### src/rtl/noc_pkg.sv
// Shared NoC definitions: flit types, address geometry, header field
// offsets and router port codes used by the injector and route processor.
package noc_pkg;

   typedef enum logic [1:0] {
      FLIT_BODY      = 2'b00,
      FLIT_HEAD      = 2'b01,
      FLIT_TAIL      = 2'b10,
      FLIT_HEAD_TAIL = 2'b11
   } flit_type_t;

   typedef enum logic {
      S_IDLE = 1'b0,
      S_BODY = 1'b1
   } inj_state_t;

   localparam int ADDR_W  = 8;
   localparam int COORD_W = 4;

   localparam int DEST_LSB = 0;
   localparam int SRC_LSB  = 8;
   localparam int LEN_LSB  = 16;

   localparam logic [2:0] PORT_LOCAL = 3'd0;
   localparam logic [2:0] PORT_NORTH = 3'd1;
   localparam logic [2:0] PORT_EAST  = 3'd2;
   localparam logic [2:0] PORT_SOUTH = 3'd3;
   localparam logic [2:0] PORT_WEST  = 3'd4;

   function automatic logic [ADDR_W-1:0] make_addr(
      input logic [COORD_W-1:0] y,
      input logic [COORD_W-1:0] x
   );
      return {y, x};
   endfunction

endpackage

### src/rtl/noc_credit_counter.sv
// Tracks free slots in the router's local input buffer.
// Ports: clk_i, rst_ni, consume (flit emitted), returned (credit back),
// count (free slots), has_credit (count != 0).
module noc_credit_counter
   import noc_pkg::*;
#(
   parameter int BUF_DEPTH = 4,
   parameter int CNT_W     = $clog2(BUF_DEPTH + 1)
) (
   input  logic             clk_i,
   input  logic             rst_ni,
   input  logic             consume,
   input  logic             returned,
   output logic [CNT_W-1:0] count,
   output logic             has_credit
);

   localparam logic [CNT_W-1:0] FULL = CNT_W'(BUF_DEPTH);
   localparam logic [CNT_W-1:0] ONE  = CNT_W'(1);

   // consume is only raised while has_credit is high, so no underflow
   always_ff @(posedge clk_i or negedge rst_ni) begin
      if (!rst_ni) begin
         count <= FULL;
      end else if (consume && !returned) begin
         count <= count - ONE;
      end else if (returned && !consume && count != FULL) begin
         count <= count + ONE;
      end
   end

   assign has_credit = (count != '0);

endmodule

### src/rtl/noc_packet_injector.sv
// Network-interface transmitter: header flit from {dest,src,len}, then
// payload words as body/tail flits, gated by router buffer credits.
// Ports: request (req_*), payload (pld_*), registered flit output
// (flit_valid_o, flit_o = {type, data}), credit_i return, busy_o.
module noc_packet_injector
   import noc_pkg::*;
#(
   parameter int FLIT_DATA_W = 32,
   parameter int BUF_DEPTH   = 4,
   parameter int MAX_LEN     = 15,
   localparam int LW         = $clog2(MAX_LEN + 1),
   localparam int CNT_W      = $clog2(BUF_DEPTH + 1)
) (
   input  logic                   clk_i,
   input  logic                   rst_ni,
   input  logic [ADDR_W-1:0]      router_addr_i,
   input  logic                   req_valid_i,
   output logic                   req_ready_o,
   input  logic [ADDR_W-1:0]      req_dest_i,
   input  logic [LW-1:0]          req_len_i,
   input  logic                   pld_valid_i,
   output logic                   pld_ready_o,
   input  logic [FLIT_DATA_W-1:0] pld_data_i,
   output logic                   flit_valid_o,
   output logic [FLIT_DATA_W+1:0] flit_o,
   input  logic                   credit_i,
   output logic                   busy_o
);

   localparam logic [LW-1:0] LEN_ONE = LW'(1);

   inj_state_t state;
   inj_state_t state_d;

   logic [LW-1:0]          rem_q;
   logic [LW-1:0]          rem_d;
   logic [FLIT_DATA_W+1:0] flit_d;
   logic                   valid_d;
   logic [FLIT_DATA_W-1:0] hdr;

   logic             has_credit;
   logic [CNT_W-1:0] credit_cnt;
   logic             req_hs;
   logic             pld_hs;

   noc_credit_counter #(
      .BUF_DEPTH (BUF_DEPTH),
      .CNT_W     (CNT_W)
   ) u_credit (
      .clk_i      (clk_i),
      .rst_ni     (rst_ni),
      .consume    (req_hs || pld_hs),
      .returned   (credit_i),
      .count      (credit_cnt),
      .has_credit (has_credit)
   );

   assign req_ready_o = (state == S_IDLE) && has_credit;
   assign pld_ready_o = (state == S_BODY) && has_credit;
   assign req_hs      = req_valid_i && req_ready_o;
   assign pld_hs      = pld_valid_i && pld_ready_o;
   assign busy_o      = (state != S_IDLE);

   always_comb begin
      hdr = '0;
      hdr[DEST_LSB +: ADDR_W] = req_dest_i;
      hdr[SRC_LSB  +: ADDR_W] = router_addr_i;
      hdr[LEN_LSB  +: LW]     = req_len_i;
   end

   always_ff @(posedge clk_i or negedge rst_ni) begin
      if (!rst_ni) begin
         state <= S_IDLE;
      end else begin
         state <= state_d;
      end
   end

   always_comb begin
      state_d = state;
      rem_d   = rem_q;
      valid_d = 1'b0;
      flit_d  = flit_o;
      unique case (state)
         S_IDLE: begin
            if (req_hs) begin
               valid_d = 1'b1;
               rem_d   = req_len_i;
               // a zero-length packet is a single flit; stay ready
               if (req_len_i == '0) begin
                  flit_d = {FLIT_HEAD_TAIL, hdr};
               end else begin
                  flit_d  = {FLIT_HEAD, hdr};
                  state_d = S_BODY;
               end
            end
         end
         S_BODY: begin
            if (pld_hs) begin
               valid_d = 1'b1;
               rem_d   = rem_q - LEN_ONE;
               if (rem_q == LEN_ONE) begin
                  flit_d  = {FLIT_TAIL, pld_data_i};
                  state_d = S_IDLE;
               end else begin
                  flit_d = {FLIT_BODY, pld_data_i};
               end
            end
         end
         default: ;
      endcase
   end

   always_ff @(posedge clk_i or negedge rst_ni) begin
      if (!rst_ni) begin
         flit_valid_o <= 1'b0;
         flit_o       <= '0;
         rem_q        <= '0;
      end else begin
         flit_valid_o <= valid_d;
         flit_o       <= flit_d;
         rem_q        <= rem_d;
      end
   end

endmodule
### config.mk
export PLATFORM = sky130hd
export DESIGN_NAME = noc_packet_injector
export DESIGN_NICKNAME = d
export VERILOG_FILES = /design/src/rtl/noc_pkg.sv /design/src/rtl/noc_credit_counter.sv /design/src/rtl/noc_packet_injector.sv
export SDC_FILE = /design/constraint.sdc
export NUM_CORES = 1
export LEC_CHECK = 0
export CAP_MARGIN = 30
export CORE_MARGIN = 2
export CORE_UTILIZATION = 38
export DETAILED_ROUTE_END_ITERATION = 6
export PLACE_DENSITY = 0.76
export SLEW_MARGIN = 20
export SYNTH_ARGS = -nofsm -noshare
export SYNTH_HDL_FRONTEND = slang
export SYNTH_HIERARCHICAL = 1
export SYNTH_SLANG_ARGS = --single-unit
### constraint.sdc
create_clock -name clk_i -period 2.2 [get_ports clk_i]
set_input_delay 0.22 -clock clk_i [delete_from_list [all_inputs] [get_ports clk_i]]
set_output_delay 0.22 -clock clk_i [all_outputs]
set_load 0.05 [all_outputs]
# --- Word-level counts from Yosys, hierarchy flattened ---
# Index checks and enable logic that the tools add are counted.
totals:
  register_bits: 43
  inputBits: 57
  out_inout_bits: 38
  word_cells: 45
op_classes:
  add_sub_neg: 3
  eq_ne: 4
  mux: 18
  bitwise: 1
  reduce_logical: 14
ops:
  columns: ["op", "n"]
  rows:
  - ["$mux 34", 4]
  - ["$pmux 34 s2", 1]
  - ["$mux 4", 2]
  - ["$pmux 4 s2", 1]
  - ["$logic_and 1x1->1", 7]
  - ["$mux 1", 6]
  - ["$mux 3", 2]
  - ["$eq 4x1->1 const B", 1]
  - ["$logic_not 4->1", 1]
  - ["$pmux 1 s2", 2]
  - ["$sub 4x1->4 const B", 1]
  - ["$add 3x1->3 const B", 1]
  - ["$ne 3x3->1 const B", 1]
  - ["$reduce_bool 3->1", 1]
  - ["$sub 3x1->3 const B", 1]
  - ["$logic_not 1->1", 2]
  - ["$ne 2x1->1 const B", 1]
  - ["$ne 2x2->1 const B", 1]
  - ["$reduce_and 2->1", 1]
  - ["$reduce_bool 2->1", 1]
  - ["$logic_or 1x1->1", 1]
  - ["$not 1->1", 1]

# --- Longest topological paths before layout ---
depth:
  depth_word: 9
  mapped_depth: 13
  ltp_nobuf: 9

# --- Cells and area by module ---
# The synthesis kept the hierarchy.
by_module_without_submodules:
  columns: ["module", "n_inst", "cells_each", "area_per_inst_um2", "seq_area_each_um2"]
  rows:
  - ["noc_packet_injector", 1, 193, 1963.1, 1001.0]
  - ["noc_credit_counter", 1, 31, 277.8, 76.3]

# --- Worst setup path before layout ---
# OpenSTA, ideal clock, no wires.
synth_timing:
  kind: "register to register"
  start: "register u_credit.count[1]"
  end: "register u_credit.count[2]"
  setup_time_ns: 0.080
  t_arrival_ns: 2.286
  t_required_ns: 2.120
  setup_slack_ns: -0.166
  path_stages_with_launch: 14
  path_buffers: 4
  synth_period_minus_slack_ns: 2.366
  cell_sequence: "dfrtp_1 > buf_6 > or3_2 > buf_2 > nand2_4 > buf_2 > inv_1 > buf_4 > nand2_1 > xnor2_1 > ha_1 > nor4b_2 > a21oi_1 > o221ai_2"
synth_via:
  elab_chain_len: 8
  word_cells_on_any_way: 16
  cone_classes: "add/sub (2); eq/ne (1); mux (2); reduce/logical (11)"
synth_lines:
  columns: ["item", "line", "rtl"]
  rows:
  - ["start: declaration", "noc_credit_counter.sv:14", "output logic [CNT_W-1:0] count,"]
  - ["start signal: assignment", "noc_credit_counter.sv:26", "count <= count - ONE;"]
  - ["start signal: assignment", "noc_credit_counter.sv:28", "count <= count + ONE;"]
  - ["$reduce_bool 3->1 (*)", "noc_credit_counter.sv:32", "assign has_credit = (count != '0);"]
  - ["named net has_credit", "noc_packet_injector.sv:41", "logic has_credit;"]
  - ["$logic_and 1x1->1 (on tied branches)", "noc_packet_injector.sv:58, noc_packet_injector.sv:59", null]
  - ["$logic_and 1x1->1 (on tied branches)", "noc_packet_injector.sv:60, noc_packet_injector.sv:61", null]
  - ["$logic_or 1x1->1 (*)", "noc_packet_injector.sv:52", ".consume (req_hs || pld_hs),"]
  - ["$logic_not 1->1", "noc_credit_counter.sv:27", "end else if (returned && !consume && count != FULL) begin"]
  - ["$logic_and 1x1->1 (2 in a row)", "noc_credit_counter.sv:27", null]
  - ["$reduce_bool 2->1 (no source line)", null, null]
# The timed path passes the listed nets; every way through them passes the cells marked *. The select of a mux whose other input is x is not followed.
# A chain may end at the register's enable or synchronous reset.

# --- Worst setup path after layout ---
layout_timing:
  start: "register state (netlist: busy_o)"
  end: "output port busy_o"
layout_lines:
  columns: ["item", "line", "rtl"]
  rows:
  - ["start: declaration", "noc_packet_injector.sv:32", "inj_state_t state;"]
  - ["start signal: assignment", "noc_packet_injector.sv:75", "state <= state_d;"]
  - ["end: declaration", "noc_packet_injector.sv:27", "output logic busy_o"]
# No word-level cell between the ends.

==> flow_summary.toml <==
[power_and_ir_drop]
p_total_mw = 5.33
power.density_nw_per_um2 = 1580
irDropWorstVdd_v = 0.000788
p_leak_nw = 1.50

[critical_path]
reg2reg_from = "u_credit/count[0]"
r2r_slack_ns = 0.16
worst-path-max-fanout = 24
cp.arrival_ns = 1.90
reg2regPathDepth = 8
endpoint_kind = "primary output"
critPathKind = "reg -> out"
required_ns = 1.98
timing.rr.end = "u_credit/count[1]"
crit_path_start_kind = "flop"
crit_end = "busy_o"
setup.worst_path.start = "busy_o"

[timing]
fin_tns_setup_ns = 0
clock.fmax_ghz = 0.472
period_minus_slack_ns = 2.12
hold_violations = 0
drv_slew = 0
worst_pin_slew_ns = 0.526
holdWs_ns = 0.345
worst_slack_ns = 0.0808
final.period_utilization_pct = 96.3
final-setup-viol-count = 0
rsz0062_at_grt = "false"
finClkSkew_ns = 0.00263
relSlewSlack_pct = 64.8

[route]
wl_met3_um = 555
firstDrtPassIters = 5
wl_met2_mm = 2.98
drc = 0
drt_first_iter_violations = 49
num_vias = 2060
wirelength_met1_mm = 2.49
top_layer_used = "met4"
vias_per_cell = 5.23
wl_mm = 6.10
wl_per_cell_um = 15.5
ant_nets = 0

[finish]
syn2layout_area_growth_pct = 50.3
fillers = 512
fin_nets = 381
drive_gt1_share_pct = 12.1
n_antenna_cell = 0

[synth]
synth_area_um2 = 2240
synthTopCellsByArea = "dfrtp_1 (47%), mux2i_1 (9.4%), o21ai_0 (9.2%)"
syn_nets = 284
async_flop_share_pct = 100
yosysTopAreaCell = "dfrtp_1"
synthMostInstantiatedCell = "dfrtp_1"
synth.distinct_cells = 42
synth_cells = 224
yosysWarnings = 6
synth_ff_type = "dfrtp_1"
yosysTopAreaCellShare_pct = 46.9
syn_avg_cell_area_um2 = 10.0
synth_edf_count = 0
ys_seq_area_share_pct = 48.1
netlist_top_cells_count = "dfrtp_1 (42), o21ai_0 (41), o21ai_1 (30), mux2i_1 (21), nand2_1 (19)"
ys_ff_latch = 43

[place]
hpwl_mm = 4.48
routabilityCongestion = 0.741
portBuffers = 94
dp_slack_ns = 0.0655

[floorplan]
dieArea_um2 = 6530
pin_count = 95
initial_core_util_pct = 40.0
die_x_um = 80.8
rows = 27
die_h_um = 80.8
core_um2 = 5610

[global_route]
track_usage_pct = 18.8
grt_pass1_vias = 1962
grt_first_pass_wirelength_mm = 9.40
grt_start_max_net_pins = 44
grt_overflow_total = 0
grt_antenna_before_repair = 0

[clock_tree]
cts_tree = "done"
clk_root_buffer_cell = "clkbuf_8"
cts_buffers = 5
htree_levels = 2
cts.sinks = 43
clockBufferDepth = 2
clock_latency_ns = 0.29
cts.clk_slew.worst_paths_ns = 0.08
post-cts-setup-buffers = 0

[min_path]
hp-class = "in -> async"

[flow_run]
maxCapViolCount = 0

[outcome]
run_status = "finished clean"
==> report_power, final <==
part	internal, mW	leakage [nW]	switching, mW
registers	1.18	0.518	0.236
clock network	0.222	0.0412	0.265
logic	1.24	0.939	2.19
total	2.65	1.50	2.69
==> layout make-up <==
cell class | instances | area, µm² | share of cell area [%]
Timing Repair Buffer | 108 | 1050 | 31.2
Sequential cell | 43 | 1080 | 32.0
Multi-Input combinational cell | 154 | 1030 | 30.5
Inverter | 9 | 37.5 | 1.11
Clock buffer | 6 | 72.6 | 2.15
Clock inverter | 2 | 12.5 | 0.371
Tap cell | 72 | 90.1 | 2.67
==> kinds of logic (layout without fill, tap and decap cells) <==
family                   after synthesis  after routing  share of synthesized area [%]
buffers and inverters                 27            125                           6.92
XOR/XNOR                               2              2                          0.782
adder cells (fa/ha/maj)                3              3                           1.68
multiplexers                          24             24                           11.7
AND/OR/NAND/NOR                       37             37                           9.38
flip-flops                            43             43                           48.1
AO/OA/AOI/OAI                         88             88                           21.4
==> stage by stage <==
stage | utilization (%) | instances | cell area (µm²)
final | 60.1 | 394 | 3370
after CTS | 59.5 | 392 | 3330
after global routing | 60.1 | 394 | 3370
after floorplan | - | 224 | 2270
after detailed placement | 57.9 | 384 | 3250
after global placement | 57.9 | 384 | 3250
==> worst min-delay path by stage <==
stage,to,start
2_1_floorplan,busy_o,rst_ni
3_3_place_gp,flit_o[1],rst_ni
3_5_place_dp,flit_o[1],rst_ni
4_1_cts,flit_o[17],rst_ni
5_1_grt,u_credit/count[1],rst_ni
6_report,flit_o[1],rst_ni
==> registers in the layout, indices dropped and copies added (netlist names) <==
signal and flops:
busy_o 1, flit_o 34, u_credit/count 3, flit_valid_o 1, rem_q 4
==> metal layers <==
metal | vias to the layer above | track usage [%]
li1 | 990 | -
met1 | 974 | 22.7
met2 | 88 | 32.7
met3 | 8 | 5.33
met4 | 0 | 5.59
met5 | - | 0
==> repair_timing <==
action,CTS,global route
endpoints found under the hold margin,0,10
setup endpoints to repair,2,2
hold buffers,0,1
pin swaps,0,0
gates cloned,0,0
gates resized for setup,1,1
==> critical path, stage by stage, from the launching register on <==
cell and delay (ns):
dfrtp_2 0.37, buf_4 0.35, clkdlybuf4s50_1 0.88
==> layout by cell type (no fill, tap or decap), types with 2 or more instances in the layout <==
| cell type | instances |
|---|---|
| mux2_4 | 2 |
| a21oi_1 | 5 |
| nand2b_1 | 4 |
| dfrtp_1 | 41 |
| clkinvlp_4 | 2 |
| a211o_1 | 2 |
| nor2_1 | 2 |
| o21ai_0 | 41 |
| inv_1 | 7 |
| nor3b_1 | 2 |
| buf_4 | 14 |
| clkbuf_8 | 5 |
| ha_1 | 2 |
| mux2i_1 | 21 |
| nand2_1 | 18 |
| clkdlybuf4s50_1 | 91 |
| nor4_1 | 2 |
| o21ai_1 | 30 |
| o22ai_1 | 2 |
Note: power is estimated with default switching activity, not from simulation.
